## src/rtl/ring_cal_pkg.sv

```systemverilog
`default_nettype none
// ============================================================================
// Module      : ring_cal_pkg
// Description : State encodings and distance helper for the ring calibration
//               sequencer.
// Revision    : 1.0 - initial release
// ============================================================================
package ring_cal_pkg;

  localparam int DIST_BITS = 33;
  localparam int ARG_BITS  = DIST_BITS - 1;

  localparam logic [2:0] ST_IDLE   = 3'd0;
  localparam logic [2:0] ST_APPLY  = 3'd1;
  localparam logic [2:0] ST_GATE   = 3'd2;
  localparam logic [2:0] ST_HOLD   = 3'd3;
  localparam logic [2:0] ST_SAMPLE = 3'd4;
  localparam logic [2:0] ST_EMIT   = 3'd5;
  localparam logic [2:0] ST_DONE   = 3'd6;

  typedef enum logic [2:0] {
    S_IDLE   = ST_IDLE,
    S_APPLY  = ST_APPLY,
    S_GATE   = ST_GATE,
    S_HOLD   = ST_HOLD,
    S_SAMPLE = ST_SAMPLE,
    S_EMIT   = ST_EMIT,
    S_DONE   = ST_DONE
  } state_t;

  // Unsigned |a-b|; one spare bit so the result never wraps.
  function automatic logic [DIST_BITS-1:0] abs_dist(input logic [ARG_BITS-1:0] a,
                                                    input logic [ARG_BITS-1:0] b);
    logic [DIST_BITS-1:0] d;
    if (a >= b) d = {1'b0, a} - {1'b0, b};
    else        d = {1'b0, b} - {1'b0, a};
    return d;
  endfunction

endpackage
`default_nettype wire

```

## src/rtl/ring_cal_if.sv

```systemverilog
`default_nettype none
// ============================================================================
// Module      : ring_cal_if
// Description : Configuration, ring control, result stream and status bundle
//               between the calibration sequencer and its host.
// Revision    : 1.0 - initial release
// ============================================================================
interface ring_cal_if #(
  parameter int TRIM_BITS  = 28,
  parameter int COUNT_BITS = 17,
  parameter int TIMER_BITS = 16
);
  logic                  cfg_start;
  logic                  cfg_abort;
  logic [TRIM_BITS-1:0]  cfg_trim_lo;
  logic [TRIM_BITS-1:0]  cfg_trim_hi;
  logic [TRIM_BITS-1:0]  cfg_trim_step;
  logic [TIMER_BITS-1:0] cfg_settle;
  logic [TIMER_BITS-1:0] cfg_gate;
  logic [COUNT_BITS-1:0] cfg_target;
  logic [COUNT_BITS-1:0] count_value;

  logic                  ring_start;
  logic [TRIM_BITS-1:0]  ring_trim;
  logic                  counter_clear;

  logic                  res_valid;
  logic                  res_ready;
  logic [TRIM_BITS-1:0]  res_trim;
  logic [COUNT_BITS-1:0] res_count;

  logic                  busy;
  logic                  done;
  logic                  err;
  logic [TRIM_BITS-1:0]  best_trim;
  logic [COUNT_BITS-1:0] best_count;

  modport master (
    input  cfg_start, cfg_abort, cfg_trim_lo, cfg_trim_hi, cfg_trim_step,
           cfg_settle, cfg_gate, cfg_target, count_value, res_ready,
    output ring_start, ring_trim, counter_clear, res_valid, res_trim, res_count,
           busy, done, err, best_trim, best_count
  );

  modport slave (
    output cfg_start, cfg_abort, cfg_trim_lo, cfg_trim_hi, cfg_trim_step,
           cfg_settle, cfg_gate, cfg_target, count_value, res_ready,
    input  ring_start, ring_trim, counter_clear, res_valid, res_trim, res_count,
           busy, done, err, best_trim, best_count
  );
endinterface
`default_nettype wire

```

## src/rtl/ring_cal_timer.sv

```systemverilog
`default_nettype none
// ============================================================================
// Module      : ring_cal_timer
// Description : Loadable down-counter with zero flag; a load of N-1 yields a
//               phase lasting N cycles.
// Revision    : 1.0 - initial release
// ============================================================================
module ring_cal_timer #(
  parameter int TIMER_BITS = 16
) (
  input  wire logic                  clk,
  input  wire logic                  rst,
  input  wire logic                  load,
  input  wire logic [TIMER_BITS-1:0] load_value,
  output logic                       zero
);

  logic [TIMER_BITS-1:0] r_count;

  always_ff @(posedge clk or posedge rst) begin
    if (rst) begin
      r_count <= '0;
    end else if (load) begin
      r_count <= load_value;
    end else if (r_count != '0) begin
      r_count <= r_count - TIMER_BITS'(1);
    end
  end

  assign zero = (r_count == '0);

endmodule
`default_nettype wire

```

## src/rtl/ring_cal_sequencer.sv

```systemverilog
`default_nettype none
// ============================================================================
// Module      : ring_cal_sequencer
// Description : Sweeps ring-oscillator trim codes, gates the ring per code,
//               streams (trim, count) results and tracks the code closest to
//               a target count.
// Revision    : 1.0 - initial release
// ============================================================================
module ring_cal_sequencer
  import ring_cal_pkg::*;
#(
  parameter int TRIM_BITS   = 28,
  parameter int COUNT_BITS  = 17,
  parameter int TIMER_BITS  = 16,
  parameter int HOLD_CYCLES = 4
) (
  input  wire logic  wb_clk_i,
  input  wire logic  wb_rst_i,
  ring_cal_if.master bus
);

  localparam logic [TIMER_BITS-1:0] c_hold_load = TIMER_BITS'(HOLD_CYCLES - 1);

  state_t                r_state;
  logic [TRIM_BITS-1:0]  r_hi;
  logic [TRIM_BITS-1:0]  r_step;
  logic [TIMER_BITS-1:0] r_settle_load;
  logic [TIMER_BITS-1:0] r_gate_load;
  logic [COUNT_BITS-1:0] r_target;

  logic                  r_ring_start;
  logic [TRIM_BITS-1:0]  r_ring_trim;
  logic                  r_counter_clear;
  logic                  r_res_valid;
  logic [TRIM_BITS-1:0]  r_res_trim;
  logic [COUNT_BITS-1:0] r_res_count;
  logic                  r_busy;
  logic                  r_done;
  logic                  r_err;
  logic [TRIM_BITS-1:0]  r_best_trim;
  logic [COUNT_BITS-1:0] r_best_count;
  logic [COUNT_BITS:0]   r_best_dist;
  logic                  r_best_valid;

  logic                  w_cfg_bad;
  logic [TIMER_BITS-1:0] w_cfg_settle_load;
  logic [TIMER_BITS-1:0] w_cfg_gate_load;
  logic [TRIM_BITS-1:0]  w_cfg_step;
  logic [TRIM_BITS:0]    w_next_sum;
  logic                  w_last;
  logic [DIST_BITS-1:0]  w_dist;
  logic                  w_better;
  logic                  w_tmr_load;
  logic [TIMER_BITS-1:0] w_tmr_value;
  logic                  w_tmr_zero;

  assign w_cfg_bad         = (bus.cfg_trim_lo > bus.cfg_trim_hi);
  assign w_cfg_settle_load = (bus.cfg_settle == '0) ? '0 : bus.cfg_settle - TIMER_BITS'(1);
  assign w_cfg_gate_load   = (bus.cfg_gate == '0) ? '0 : bus.cfg_gate - TIMER_BITS'(1);
  assign w_cfg_step        = (bus.cfg_trim_step == '0) ? TRIM_BITS'(1) : bus.cfg_trim_step;

  // Carry out of the code add ends the sweep so it never wraps past all-ones.
  assign w_next_sum = {1'b0, r_ring_trim} + {1'b0, r_step};
  assign w_last     = w_next_sum[TRIM_BITS] || (w_next_sum[TRIM_BITS-1:0] > r_hi);

  assign w_dist   = abs_dist(ARG_BITS'(bus.count_value), ARG_BITS'(r_target));
  assign w_better = !r_best_valid || (w_dist < DIST_BITS'(r_best_dist));

  // Timer reload coincides with each state entry, so it is decoded here.
  always_comb begin
    w_tmr_load  = 1'b0;
    w_tmr_value = '0;
    if (!bus.cfg_abort) begin
      case (r_state)
        S_IDLE: if (bus.cfg_start && !w_cfg_bad) begin
          w_tmr_load  = 1'b1;
          w_tmr_value = w_cfg_settle_load;
        end
        S_APPLY: if (w_tmr_zero) begin
          w_tmr_load  = 1'b1;
          w_tmr_value = r_gate_load;
        end
        S_GATE: if (w_tmr_zero) begin
          w_tmr_load  = 1'b1;
          w_tmr_value = c_hold_load;
        end
        S_EMIT: if (bus.res_ready && !w_last) begin
          w_tmr_load  = 1'b1;
          w_tmr_value = r_settle_load;
        end
        default: ;
      endcase
    end
  end

  ring_cal_timer #(
    .TIMER_BITS (TIMER_BITS)
  ) u_timer (
    .clk        (wb_clk_i),
    .rst        (wb_rst_i),
    .load       (w_tmr_load),
    .load_value (w_tmr_value),
    .zero       (w_tmr_zero)
  );

  always_ff @(posedge wb_clk_i or posedge wb_rst_i) begin
    if (wb_rst_i) begin
      r_state         <= S_IDLE;
      r_hi            <= '0;
      r_step          <= '0;
      r_settle_load   <= '0;
      r_gate_load     <= '0;
      r_target        <= '0;
      r_ring_start    <= 1'b0;
      r_ring_trim     <= '0;
      r_counter_clear <= 1'b1;
      r_res_valid     <= 1'b0;
      r_res_trim      <= '0;
      r_res_count     <= '0;
      r_busy          <= 1'b0;
      r_done          <= 1'b0;
      r_err           <= 1'b0;
      r_best_trim     <= '0;
      r_best_count    <= '0;
      r_best_dist     <= '0;
      r_best_valid    <= 1'b0;
    end else if (bus.cfg_abort) begin
      r_state         <= S_IDLE;
      r_busy          <= 1'b0;
      r_ring_start    <= 1'b0;
      r_counter_clear <= 1'b1;
      r_res_valid     <= 1'b0;
    end else begin
      case (r_state)
        S_IDLE: begin
          if (bus.cfg_start) begin
            r_err        <= 1'b0;
            r_done       <= 1'b0;
            r_best_trim  <= '0;
            r_best_count <= '0;
            r_best_dist  <= '0;
            r_best_valid <= 1'b0;
            if (w_cfg_bad) begin
              r_err  <= 1'b1;
              r_done <= 1'b1;
            end else begin
              r_hi            <= bus.cfg_trim_hi;
              r_step          <= w_cfg_step;
              r_settle_load   <= w_cfg_settle_load;
              r_gate_load     <= w_cfg_gate_load;
              r_target        <= bus.cfg_target;
              r_ring_trim     <= bus.cfg_trim_lo;
              r_ring_start    <= 1'b0;
              r_counter_clear <= 1'b1;
              r_busy          <= 1'b1;
              r_state         <= S_APPLY;
            end
          end
        end
        S_APPLY: begin
          if (w_tmr_zero) begin
            r_ring_start    <= 1'b1;
            r_counter_clear <= 1'b0;
            r_state         <= S_GATE;
          end
        end
        S_GATE: begin
          if (w_tmr_zero) begin
            r_ring_start <= 1'b0;
            r_state      <= S_HOLD;
          end
        end
        S_HOLD: begin
          if (w_tmr_zero) r_state <= S_SAMPLE;
        end
        S_SAMPLE: begin
          r_res_count <= bus.count_value;
          r_res_trim  <= r_ring_trim;
          r_res_valid <= 1'b1;
          if (w_better) begin
            r_best_valid <= 1'b1;
            r_best_trim  <= r_ring_trim;
            r_best_count <= bus.count_value;
            r_best_dist  <= w_dist[COUNT_BITS:0];
          end
          r_state <= S_EMIT;
        end
        S_EMIT: begin
          if (bus.res_ready) begin
            r_res_valid     <= 1'b0;
            r_counter_clear <= 1'b1;
            if (w_last) begin
              r_busy  <= 1'b0;
              r_done  <= 1'b1;
              r_state <= S_DONE;
            end else begin
              r_ring_trim <= w_next_sum[TRIM_BITS-1:0];
              r_state     <= S_APPLY;
            end
          end
        end
        S_DONE: begin
          r_state <= S_IDLE;
        end
        default: begin
          r_state <= S_IDLE;
        end
      endcase
    end
  end

  assign bus.ring_start    = r_ring_start;
  assign bus.ring_trim     = r_ring_trim;
  assign bus.counter_clear = r_counter_clear;
  assign bus.res_valid     = r_res_valid;
  assign bus.res_trim      = r_res_trim;
  assign bus.res_count     = r_res_count;
  assign bus.busy          = r_busy;
  assign bus.done          = r_done;
  assign bus.err           = r_err;
  assign bus.best_trim     = r_best_trim;
  assign bus.best_count    = r_best_count;

endmodule
`default_nettype wire

```

## src/flat_wrapper.sv

```systemverilog
// flat-port wrapper written by rule: the top's interface ports become plain ports
module ring_cal_sequencer_flat import ring_cal_pkg::*;
#(
  parameter int TRIM_BITS   = 28,
  parameter int COUNT_BITS  = 17,
  parameter int TIMER_BITS  = 16,
  parameter int HOLD_CYCLES = 4
)
  (wb_clk_i, wb_rst_i, bus_cfg_start, bus_cfg_abort, bus_cfg_trim_lo, bus_cfg_trim_hi, bus_cfg_trim_step, bus_cfg_settle, bus_cfg_gate, bus_cfg_target, bus_count_value, bus_res_ready, bus_ring_start, bus_ring_trim, bus_counter_clear, bus_res_valid, bus_res_trim, bus_res_count, bus_busy, bus_done, bus_err, bus_best_trim, bus_best_count);
  ring_cal_if #(.TRIM_BITS(TRIM_BITS), .COUNT_BITS(COUNT_BITS), .TIMER_BITS(TIMER_BITS)) bus_i ();
  input  wire logic wb_clk_i;
  input  wire logic wb_rst_i;
  input wire logic [$bits(bus_i.cfg_start)-1:0] bus_cfg_start;
  input wire logic [$bits(bus_i.cfg_abort)-1:0] bus_cfg_abort;
  input wire logic [$bits(bus_i.cfg_trim_lo)-1:0] bus_cfg_trim_lo;
  input wire logic [$bits(bus_i.cfg_trim_hi)-1:0] bus_cfg_trim_hi;
  input wire logic [$bits(bus_i.cfg_trim_step)-1:0] bus_cfg_trim_step;
  input wire logic [$bits(bus_i.cfg_settle)-1:0] bus_cfg_settle;
  input wire logic [$bits(bus_i.cfg_gate)-1:0] bus_cfg_gate;
  input wire logic [$bits(bus_i.cfg_target)-1:0] bus_cfg_target;
  input wire logic [$bits(bus_i.count_value)-1:0] bus_count_value;
  input wire logic [$bits(bus_i.res_ready)-1:0] bus_res_ready;
  output wire logic [$bits(bus_i.ring_start)-1:0] bus_ring_start;
  output wire logic [$bits(bus_i.ring_trim)-1:0] bus_ring_trim;
  output wire logic [$bits(bus_i.counter_clear)-1:0] bus_counter_clear;
  output wire logic [$bits(bus_i.res_valid)-1:0] bus_res_valid;
  output wire logic [$bits(bus_i.res_trim)-1:0] bus_res_trim;
  output wire logic [$bits(bus_i.res_count)-1:0] bus_res_count;
  output wire logic [$bits(bus_i.busy)-1:0] bus_busy;
  output wire logic [$bits(bus_i.done)-1:0] bus_done;
  output wire logic [$bits(bus_i.err)-1:0] bus_err;
  output wire logic [$bits(bus_i.best_trim)-1:0] bus_best_trim;
  output wire logic [$bits(bus_i.best_count)-1:0] bus_best_count;
  assign bus_i.cfg_start = bus_cfg_start;
  assign bus_i.cfg_abort = bus_cfg_abort;
  assign bus_i.cfg_trim_lo = bus_cfg_trim_lo;
  assign bus_i.cfg_trim_hi = bus_cfg_trim_hi;
  assign bus_i.cfg_trim_step = bus_cfg_trim_step;
  assign bus_i.cfg_settle = bus_cfg_settle;
  assign bus_i.cfg_gate = bus_cfg_gate;
  assign bus_i.cfg_target = bus_cfg_target;
  assign bus_i.count_value = bus_count_value;
  assign bus_i.res_ready = bus_res_ready;
  assign bus_ring_start = bus_i.ring_start;
  assign bus_ring_trim = bus_i.ring_trim;
  assign bus_counter_clear = bus_i.counter_clear;
  assign bus_res_valid = bus_i.res_valid;
  assign bus_res_trim = bus_i.res_trim;
  assign bus_res_count = bus_i.res_count;
  assign bus_busy = bus_i.busy;
  assign bus_done = bus_i.done;
  assign bus_err = bus_i.err;
  assign bus_best_trim = bus_i.best_trim;
  assign bus_best_count = bus_i.best_count;
  ring_cal_sequencer #(.TRIM_BITS(TRIM_BITS), .COUNT_BITS(COUNT_BITS), .TIMER_BITS(TIMER_BITS), .HOLD_CYCLES(HOLD_CYCLES)) u_core (.wb_clk_i(wb_clk_i), .wb_rst_i(wb_rst_i), .bus(bus_i));
endmodule
```

## config.mk

```make
export PLATFORM = sky130hd
export DESIGN_NAME = ring_cal_sequencer_flat
export DESIGN_NICKNAME = d
export VERILOG_FILES = /design/src/rtl/ring_cal_pkg.sv /design/src/rtl/ring_cal_if.sv /design/src/rtl/ring_cal_timer.sv /design/src/rtl/ring_cal_sequencer.sv /design/src/flat_wrapper.sv
export SDC_FILE = /design/constraint.sdc
export NUM_CORES = 1
export LEC_CHECK = 0
export BUFFER_PORTS_ARGS = -buffer_cell sky130_fd_sc_hd__buf_2
export CORE_ASPECT_RATIO = 1.5
export CORE_MARGIN = 2
export CORE_UTILIZATION = 25
export DETAILED_ROUTE_END_ITERATION = 8
export PLACE_DENSITY = 0.41
export SETUP_SLACK_MARGIN = 0.4
export SYNTH_ARGS = -nofsm -noshare
export SYNTH_HDL_FRONTEND = slang
export SYNTH_HIERARCHICAL = 1
export SYNTH_SLANG_ARGS = --single-unit
```

## constraint.sdc

```tcl
create_clock -name wb_clk_i -period 7.7 [get_ports wb_clk_i]
set_clock_uncertainty 0.15 [all_clocks]
set_input_delay 0.77 -clock wb_clk_i [delete_from_list [all_inputs] [get_ports wb_clk_i]]
set_output_delay 0.77 -clock wb_clk_i [all_outputs]
set_load 0.005 [all_outputs]
```

* Word-level counts from Yosys, hierarchy flattened
Cells that the tools add are included.
** Word-level totals
- Register bits :: 267
- Bits of input ports :: 155
- Output and inout bits :: 124
- Word-level logic and storage cells :: 148
** Cells by class
- Add/subtract/negate cells :: 6
- Magnitude comparators :: 4
- Equality and inequality tests :: 18
- Muxes and demuxes :: 66
- Bitwise gates (word level) :: 2
- Reductions and logical operators :: 32
** Operators with widths (count)
- 28-bit 2-to-1 mux :: 7
- 16-bit 2-to-1 mux :: 8
- 28-bit one-hot mux with 2 select lines :: 2
- 16-bit one-hot mux with 4 select lines :: 1
- 28-bit greater-than comparator :: 2
- 16-bit zero test :: 3
- 16-bit by 1-bit subtractor with 16-bit output (second input constant) :: 3
- 18-bit 2-to-1 mux :: 2
- 18-bit one-hot mux with 2 select lines :: 1
- 17-bit by 17-bit subtractor with 18-bit output :: 2
- 17-bit 2-to-1 mux :: 2
- 17-bit one-hot mux with 2 select lines :: 1
- 33-bit by 18-bit < comparator with 1-bit output :: 1
- 33-bit 2-to-1 mux :: 1
- 28-bit by 28-bit adder with 29-bit output :: 1
- 28-bit zero test :: 1
- 1-bit 2-to-1 mux :: 24
- 3-bit 2-to-1 mux :: 8
- 5-bit AND reduction :: 4
- 3-bit inequality test (second input constant) :: 6
- 3-bit one-hot mux with 6 select lines :: 1
- 17-bit >= comparator :: 1
- 16-bit nonzero test :: 1
- 6-bit AND reduction :: 2
- other kinds (21) :: 43

* Longest topological paths before layout
Gate-level depths: netlist of the first run.
- Word-level depth :: 9
- Depth in mapped cells :: 26
- Mapped depth without buffers :: 23

* Hierarchy
The synthesis of the first run kept the hierarchy.
** Modules (own cells, without submodules)
- ring_cal_sequencer :: times used 1, cells an instance 1754, area each 15737.6 µm², sequential area each 6282.3 µm²
- ring_cal_timer :: times used 1, cells an instance 108, area each 982.2 µm², sequential area each 400.4 µm²

* Worst setup path before layout of the first run
OpenSTA, ideal clock, no wires.
- Path kind :: in2reg
- Start point :: in bus_count_value[9]
- End point :: reg u_core.r_best_dist[11]
- Library setup time :: 67 ps
- Data arrival time :: 5172 ps
- Data required time :: 7483 ps
- Setup slack :: 2311 ps
- Cell stages on the path :: 18
- Path buffers :: 2
- Cell sequence :: inv_1 ha_1 buf_2 and2_1 a221o_1 o2bb2ai_1 nor3_1 buf_2 mux2_2 a221oi_1 o21ai_0 xor2_1 ha_1 a2111o_1 o41ai_1 o31ai_4 nor2_1 a22o_1
** On the way
- Cells in the longest elaborated chain, start to end :: 6
** Ends and longest elaborated chain
- start, declared :: RTL line flat_wrapper.sv:21 : input wire logic [$bits(bus_i.count_value)-1:0] bus_count_value;
- 17-bit by 17-bit subtractor with 18-bit output (tied with other cells) :: RTL line ring_cal_pkg.sv:36 : else d = {1'b0, b} - {1'b0, a};
- 33-bit 2-to-1 mux * :: RTL line ring_cal_pkg.sv:35 : if (a >= b) d = {1'b0, a} - {1'b0, b};
- 33-bit by 18-bit < comparator with 1-bit output :: RTL line ring_cal_sequencer.sv:67 : assign w_better = !r_best_valid || (w_dist < DIST_BITS'(r_best_dist));
- 1-bit logical OR :: RTL line ring_cal_sequencer.sv:67
- 2-bit by 1-bit inequality test with 1-bit output (no line)
- 4-bit AND reduction (no line)
- end signal, assigned :: RTL line ring_cal_sequencer.sv:184 : r_best_dist <= w_dist[COUNT_BITS:0];
- end, declared :: RTL line ring_cal_sequencer.sv:42 : logic [COUNT_BITS:0] r_best_dist;
Mark *: on every way between the ends. The rest lies on a longest branch, timed or not. The select of a mux whose other input is x is not followed.
A chain may end at the register's enable or synchronous reset.

* Final worst setup path of the first run
- Start point :: reg u_core.r_ring_trim[5] (netlist: u_core/bus.ring_trim[5])
- End point :: reg u_core.r_ring_trim[16] (netlist: u_core/bus.ring_trim[16])
** On the way
- Cells in the longest elaborated chain, start to end :: 5
** Ends and longest elaborated chain
- start, declared :: RTL line ring_cal_sequencer.sv:32 : logic [TRIM_BITS-1:0] r_ring_trim;
- start signal, assigned :: RTL line ring_cal_sequencer.sv:152 : r_ring_trim <= bus.cfg_trim_lo;
- start signal, assigned :: RTL line ring_cal_sequencer.sv:197 : r_ring_trim <= w_next_sum[TRIM_BITS-1:0];
- 28-bit by 28-bit adder with 29-bit output * :: RTL line ring_cal_sequencer.sv:63 : assign w_next_sum = {1'b0, r_ring_trim} + {1'b0, r_step};
- 28-bit greater-than comparator :: RTL line ring_cal_sequencer.sv:64 : assign w_last = w_next_sum[TRIM_BITS] || (w_next_sum[TRIM_BITS-1:0] > r_hi);
- 1-bit logical OR :: RTL line ring_cal_sequencer.sv:64
- 2-bit inequality test (no line)
- 6-bit AND reduction (no line)
Marked as above.

==> run metrics, run 1 <==
Min-Delay Path Class=primary input to async pin; antenna violations before repair=16; critical path capture point type=flip-flop; R2R setup slack=1.00 ns; CTS hold repair buffers=0; Final nets=2408; cells after synthesis=1862; register area share after synthesis=about two fifths; Core Footprint=66500 µm²; die height=321 µm; setup bufs post-CTS=0; Power Dens Cells=429 nW/µm²; GRT overflow=0; first-pass GRT wire length=92800 µm; routed vias=14500; Reg-to-Reg Start=u_core/bus.ring_trim[5]; crit path to=u_core/bus.ring_trim[16]; CP Max Fanout=26; number of buffers created by CTS=34; drt via density=4.79; Iteration-0 DRC Markers=896; Total Routed Length=61100 µm; Top FF cell, synth=dfrtp_1; die area=roughly 69000 µm²; Async SR Flop Fraction=100%; clk slew on worst S/H paths=about 0.060 ns; H-tree depth=2; Worst-Skew Late Latency=0.55 ns; root buffer cell=clkbuf_16; wire length per cell=20.2 µm; Crit Path Category=flip-flop to flip-flop; Synth Cell Area=16700 µm²; CTS tree=built; Post-Route Utilization=30.4%; top cell type's share of synthesized area=39.8%; most frequent cells in the layout=nand2_1 (342), buf_2 (278), dfrtp_1 (265); vias in the first global route=15100; largest cells by area after synthesis=dfrtp_1 (40%), ha_1 (10%), nand2_1 (7.7%), mux2_2 (5.3%), o21ai_0 (4.1%); slew margin rel.=between 20% and 30%; Setup violations, final=0; Worst Tran Pin Value=1.09 ns; post_cts resized=0; largest net degree at the start of global routing=roughly 140; Worst R2R End=u_core/bus.ring_trim[16]; Netlist cell types=76; maxcap violations=0; syn_nets=2158; Fin Setup TNS=0 ns; status=finished clean; Reg2Reg Depth=18; DRT Pass-1 Iters=5; f_max=149 MHz; post-layout min period=approximately 6.7 ns; Final Cycle Share=between 80% and 90%; worst endpoint required time=7.98 ns; Fin. Hold Viols=0; DRC violations left=0; share of cells above drive strength 1=21.2%; CP startpoint=u_core/bus.ring_trim[5]; GPL Wtd Cong=0.895; startpoint types=flip-flop; leakage=9.61 nW; synth warn=6; most common cell after layout, fill and taps aside=nand2_1; Seq cells post-synth=between 200 and 300; row count=116; DIE WIDTH=approximately 220 µm; Peak VDD IR=178 µV; starting density of the core=25.2%; Max Slew Vio Count=0; Sink Count=267; RSZ-0062 raised after global routing=no; I/O Pins=279; largest area contributor in the netlist=dfrtp_1; Final ANT Viol Nets=0; Max clock buf depth=3; IO buf count=around 280; Fillers=7179; syn avg cell area=~9 µm²; GRT Resource Usage Total=17.6%; detailed placement HPWL=46800 µm; Post-synth EDFFs=0; area delta synth->final=20.9%; CP arrival=6.97 ns
==> synth_stat cells (all sizes together), types with 16 or more instances <==
| cell type | n |
|---|---|
| mux2i | 24 |
| xnor2 | 48 |
| nand4 | 19 |
| nor3 | 31 |
| o31ai | 53 |
| a31oi | 16 |
| nand2 | 342 |
| nor2 | 77 |
| ha | 138 |
| xor2 | 25 |
| mux2 | 78 |
| nand3 | 20 |
| a21o | 36 |
| dfrtp | 266 |
| a21oi | 102 |
| nor4 | 22 |
| inv | 151 |
| o21ai | 139 |
| clkbuf | 56 |
| buf | 26 |
==> report_power, final <==
group / total, mW / switching, mW / internal (mW)
Combinational: 4.67 / 2.82 / 1.85
Clock: 1.68 / 0.676 / 1.00
Sequential: 2.32 / 0.450 / 1.87
Total: 8.67 / 3.95 / 4.72
==> stage by stage <==
step / cells / hold slack (ns) / worst slack [ns] / power [mW] / instance area (µm²)
3_3_place_gp: 2961 / 0.310 / 0.937 / 7.05 / 19100
3_5_place_dp: 2961 / 0.312 / 0.982 / 7.08 / 19100
2_1_floorplan: 1862 / 0.298 / 2.31 / 5.47 / 16700
6_report: 3023 / 0.180 / 1.00 / 8.67 / 20200
4_1_cts: 3022 / 0.171 / 0.921 / 8.83 / 20200
5_1_grt: 3022 / 0.207 / 0.448 / 9.48 / 20200
==> registers in the layout, indices dropped and copies added (netlist names), 3 cells and up <==
signal,count
u_core/r_step,28
u_core/bus.best_count,17
u_core/r_best_dist,18
u_core/r_hi,28
u_core/r_settle_load,16
u_core/u_timer/r_count,16
u_core/r_state,3
u_core/bus.res_trim,28
u_core/bus.best_trim,28
u_core/r_gate_load,16
u_core/r_target,17
u_core/bus.res_count,17
u_core/bus.ring_trim,28
==> layout make-up <==
type | instances | area, µm² | area share (%)
well taps | 885 | 1110 | 5.48
diodes | 1 | 2.50 | 0.0124
inverters | 153 | 578 | 2.86
clock inverters | 10 | 109 | 0.539
flip-flops and latches | 267 | 6680 | 33.1
repair buffers | 296 | 1550 | 7.68
multi-input cells | 1360 | 9140 | 45.2
clock buffers | 51 | 1040 | 5.14
==> worst min-delay path by stage <==
stage / start / end / slack, ns / cells past startpoint
floorplan: u_core/r_best_dist[0] / u_core/r_best_dist[0] / 0.30 / 2
global placement: u_core/r_settle_load[15] / u_core/r_settle_load[15] / 0.31 / 1
detailed placement: u_core/bus.best_count[9] / u_core/bus.best_count[9] / 0.31 / 2
CTS: wb_rst_i / u_core/u_timer/r_count[11] / 0.17 / 2
global route: wb_rst_i / u_core/u_timer/r_count[15] / 0.21 / 2
finish: wb_rst_i / u_core/u_timer/r_count[15] / 0.18 / 2
==> cell families (layout without fill, tap and decap cells) <==
group,count (synthesis),count (layout),share of synthesized area (%)
simple gates,589,589,15.8
compound gates,455,455,17.5
flops,267,267,40.0
buf+inv,235,510,5.51
fa+ha+maj,141,141,10.7
mux,102,102,6.69
xor+xnor,73,73,3.82
other cells,0,1,0
==> metal layers <==
metal	part of all wire [%]	track usage, %	routed length, µm	up-vias
met2	52	32.3	31500	374
met3	5.2	3.54	3160	84
li1	-	-	-	7047
met5	0.21	0	129	-
met4	2.2	4.78	1360	18
met1	41	20.6	25000	6959
==> worst max-delay path: stages, from the launching register on <==
cell and delay (ns):
dfrtp_1 0.47, ha_1 0.41, o21ai_0 0.16, a211oi_1 0.28, a21oi_1 0.20, o31ai_1 0.57
a31oi_1 0.30, o21ai_0 0.51, nand2_1 0.10, nand2_1 0.09, xnor2_1 0.10, ha_1 0.32
nand2_1 0.05, or3_1 0.37, nor2_1 0.22, a21oi_1 0.22, nor3_1 0.61, a31o_2 0.95
mux2_2 0.42
Power figures use the tool's default switching activity.
==> inputs of run 2 (changes only) <==
SYNTH_HIERARCHICAL = unset   (was 1)
==> run 2 against run 1 <==
Compared with the run above: power decreased by 27%; sequential share of layout area is 0.34 points higher; worst setup slack improved by 0.20 ns; combinational power down 40%; sequential cell count did not move; final area fell by 1.0%; fmax rose by 3.1%; wire length shrank 5.8%; sequential power shrank 17%; hold slack got worse by 0.0019 ns; largest cell class unchanged.
==> run metrics, run 2 <==
Sink Count=267 (unchanged); worst path buffer plus inverter count=1 (was 0); wire length per cell=19.0 µm (was 20.2 µm); clk slew on worst S/H paths=0.06 ns (about the same); Netlist cell types=78 (was 76); XOR/XNOR Fraction of Synth Area=3.90% (was 3.82%); leakage=9.66 nW (was 9.61 nW); post_cts resized=0 (unchanged); setup bufs post-CTS=0 (unchanged); Worst Tran Pin Value=0.975 ns (was 1.09 ns); Compound-Gate Fraction of Synth Area=17.5% (about the same); Max clock buf depth=3 (unchanged); Seq cells post-synth=267 (unchanged); RSZ-0062 raised after global routing=no (unchanged); IO buf count=278 (unchanged); Fin. Hold Viols=0 (unchanged); Final Cycle Share=84.4% (was 87.0%); Iteration-0 DRC Markers=849 (was 896); Reg2Reg Depth=20 (was 18); detailed placement HPWL=44400 µm (was 46800 µm); status=finished clean (unchanged); met1 Track Usage GR=20.7% (was 20.6%); top cells by count, synth=nand2_1 (295), dfrtp_1 (266), inv_1 (185) (was nand2_1 (342), dfrtp_1 (266), inv_1 (151)); Worst-Skew Late Latency=0.60 ns (was 0.55 ns); f_max=154 MHz (was 149 MHz); first-pass GRT wire length=88300 µm (was 92800 µm); slowest stage delay, CP=0.57 ns (was 0.95 ns); startpoint types=flip-flop (unchanged); syn avg cell area=8.80 µm² (was 8.98 µm²); largest area contributor in the netlist=dfrtp_1 (unchanged); critical-path cell list=ha_1 -> a21oi_1 -> and4b_1 -> o2111ai_1 -> a31oi_1 -> a2111oi_0 -> o21ai_0 -> a221oi_1 -> xnor2_1 -> ha_1 -> and4_1 -> a221oi_1 -> a21bo_2 -> a31oi_1 -> a211oi_2 -> nand3_1 -> a21oi_4 -> buf_4 -> o21ai_0 -> o22ai_1 (was ha_1 -> o21ai_0 -> a211oi_1 -> a21oi_1 -> o31ai_1 -> a31oi_1 -> o21ai_0 -> nand2_1 -> nand2_1 -> xnor2_1 -> ha_1 -> nand2_1 -> or3_1 -> nor2_1 -> a21oi_1 -> nor3_1 -> a31o_2 -> mux2_2); Worst R2R End=u_core.bus.ring_trim[24] (was u_core/bus.ring_trim[16]); Core Footprint=65600 µm² (was 66500 µm²); most frequent cells in the layout=nand2_1 (295), buf_2 (278), dfrtp_1 (265) (was nand2_1 (342), buf_2 (278), dfrtp_1 (265)); post-layout min period=6.49 ns (was 6.70 ns); Fin Setup TNS=0 ns (unchanged); GR Util met2=29.5% (was 32.3%); most common cell after layout, fill and taps aside=nand2_1 (unchanged); register area share after synthesis=40.3% (was 40.0%); DRT Pass-1 Iters=5 (unchanged); Async SR Flop Fraction=100% (unchanged); CP startpoint=u_core.bus.ring_trim[1] (was u_core/bus.ring_trim[5]); synth warn=0 (was 6); share of cells above drive strength 1=20.3% (was 21.2%); grt peak-use layer=met2 (unchanged); H-tree depth=1 (was 2); CTS hold repair buffers=0 (unchanged); worst endpoint required time=8.05 ns (was 7.98 ns); Power Dens Cells=316 nW/µm² (was 429 nW/µm²); CP Max Fanout=55 (was 26); Final ANT Viol Nets=0 (unchanged); Min-Delay Path Class=primary input to async pin (unchanged); starting density of the core=25.3% (was 25.2%); largest net degree at the start of global routing=146 (was 135); number of buffers created by CTS=31 (was 34); met3 Use GR=2.12% (was 3.54%); GRT overflow=0 (unchanged); Synth Cell Area=16600 µm² (was 16700 µm²); area delta synth->final=20.5% (was 20.9%); Final nets=2426 (was 2408); Max Slew Vio Count=0 (unchanged); Post-synth EDFFs=0 (unchanged); routed vias=14300 (was 14500); critical path capture point type=flip-flop (unchanged); Top FF cell, synth=dfrtp_1 (unchanged); GRT Resource Usage Total=16.6% (was 17.6%); maxcap violations=0 (unchanged); slew margin rel.=34.4% (was 27.6%); Adder-Cell Fraction of Synth Area=10.8% (was 10.7%); Setup violations, final=0 (unchanged); Reg-to-Reg Start=u_core.bus.ring_trim[1] (was u_core/bus.ring_trim[5]); Total Routed Length=57600 µm (was 61100 µm); syn_nets=2183 (was 2158); drt via density=4.71 (was 4.79); CTS tree=built (unchanged); Peak VDD IR=185 µV (was 178 µV); cells after synthesis=1886 (was 1862); DRC violations left=0 (unchanged); CP arrival=6.85 ns (was 6.97 ns); family with the most delay on the worst path=compound AO/OA/AOI/OAI gates (unchanged); DIE WIDTH=214 µm (was 215 µm); Crit Path Category=flip-flop to flip-flop (unchanged); root buffer cell=clkbuf_16 (unchanged); GPL Wtd Cong=0.862 (was 0.895); largest cells by area after synthesis=dfrtp_1 (40%), ha_1 (10%), nand2_1 (6.7%), o21ai_0 (4.8%), inv_1 (4.2%) (was dfrtp_1 (40%), ha_1 (10%), nand2_1 (7.7%), mux2_2 (5.3%), o21ai_0 (4.1%)); count leader, synth=nand2_1 (unchanged); top cell type's share of synthesized area=40.1% (was 39.8%); simple-gate share of the synthesized area=16.3% (was 15.8%); largest family of logic cells by synthesized area=compound AO/OA/AOI/OAI gates (unchanged); critical path's slowest cell=a2111oi_0 (was a31o_2); die height=320 µm (was 321 µm); Post-Route Utilization=30.5% (was 30.4%); I/O Pins=279 (unchanged); post-synthesis mux area share=4.60% (was 6.69%); R2R setup slack=1.21 ns (was 1.00 ns); vias in the first global route=14700 (was 15100); row count=115 (was 116); antenna violations before repair=3 (was 16); die area=68500 µm² (was 69000 µm²)
[run 2: power breakdown]
group | switching [mW] | internal, mW
registers | 0.256 | 1.66
clock network | 0.643 | 0.941
logic | 1.66 | 1.16
[run 2: cell families (layout without fill, tap and decap cells)]
| logic type | after synthesis | count (layout) |
|---|---|---|
| other | 0 | 3 |
| adder cells (fa/ha/maj) | 142 | 142 |
| flip-flops | 267 | 267 |
| multiplexers | 70 | 70 |
| AND/OR/NAND/NOR | 604 | 604 |
| buffers and inverters | 275 | 543 |
| AO/OA/AOI/OAI | 454 | 454 |
| XOR/XNOR | 74 | 74 |
[run 2: layout make-up]
class                           count  area [µm²]
Clock inverter                     13         150
Antenna cell                        3        7.51
Sequential cell                   267        6680
Timing Repair Buffer              299        1560
Clock buffer                       45         938
Inverter                          186         702
Tap cell                          877        1100
Multi-Input combinational cell   1344        8860
Fill cell                        7132       45600
[run 2: worst reg2reg max path, delay by kind of cell (launching register included)]
kind / cells / cell delay (ns)
compound gates: 13 / 3.78
simple gates: 3 / 0.76
fa+ha+maj: 2 / 0.60
buf+inv: 1 / 0.49
flops: 1 / 0.43
xor+xnor: 1 / 0.21
[run 2: how the worst max path moves through the flow]
stage	endpoint	depth (start not counted)
2_1_floorplan	u_core.r_best_dist[12]	23
3_3_place_gp	u_core.bus.ring_trim[25]	20
3_5_place_dp	u_core.r_best_dist[10]	25
4_1_cts	u_core.bus.ring_trim[24]	20
5_1_grt	u_core.bus.ring_trim[19]	20
6_report	u_core.bus.ring_trim[24]	20
[run 2: metrics by stage]
| step | power [mW] | setup slack (ns) | cells | area [µm²] | hold WS (ns) |
|---|---|---|---|---|---|
| CTS | 6.41 | 1.11 | 3031 | 20000 | 0.173 |
| finish | 6.32 | 1.21 | 3034 | 20000 | 0.178 |
| floorplan | 3.88 | 2.48 | 1886 | 16600 | 0.299 |
| global placement | 4.74 | 1.14 | 2973 | 18900 | 0.310 |
| detailed placement | 4.77 | 1.11 | 2973 | 18900 | 0.317 |
| global route | 6.85 | 0.778 | 3031 | 20000 | 0.206 |
[run 2: metal layers]
metal	wire length [µm]	vias to the layer above	part of all wire [%]
met1	25300	6879	44
li1	-	7022	-
met5	13	-	0.023
met2	28500	312	50
met4	1720	2	3.0
met3	2010	78	3.5
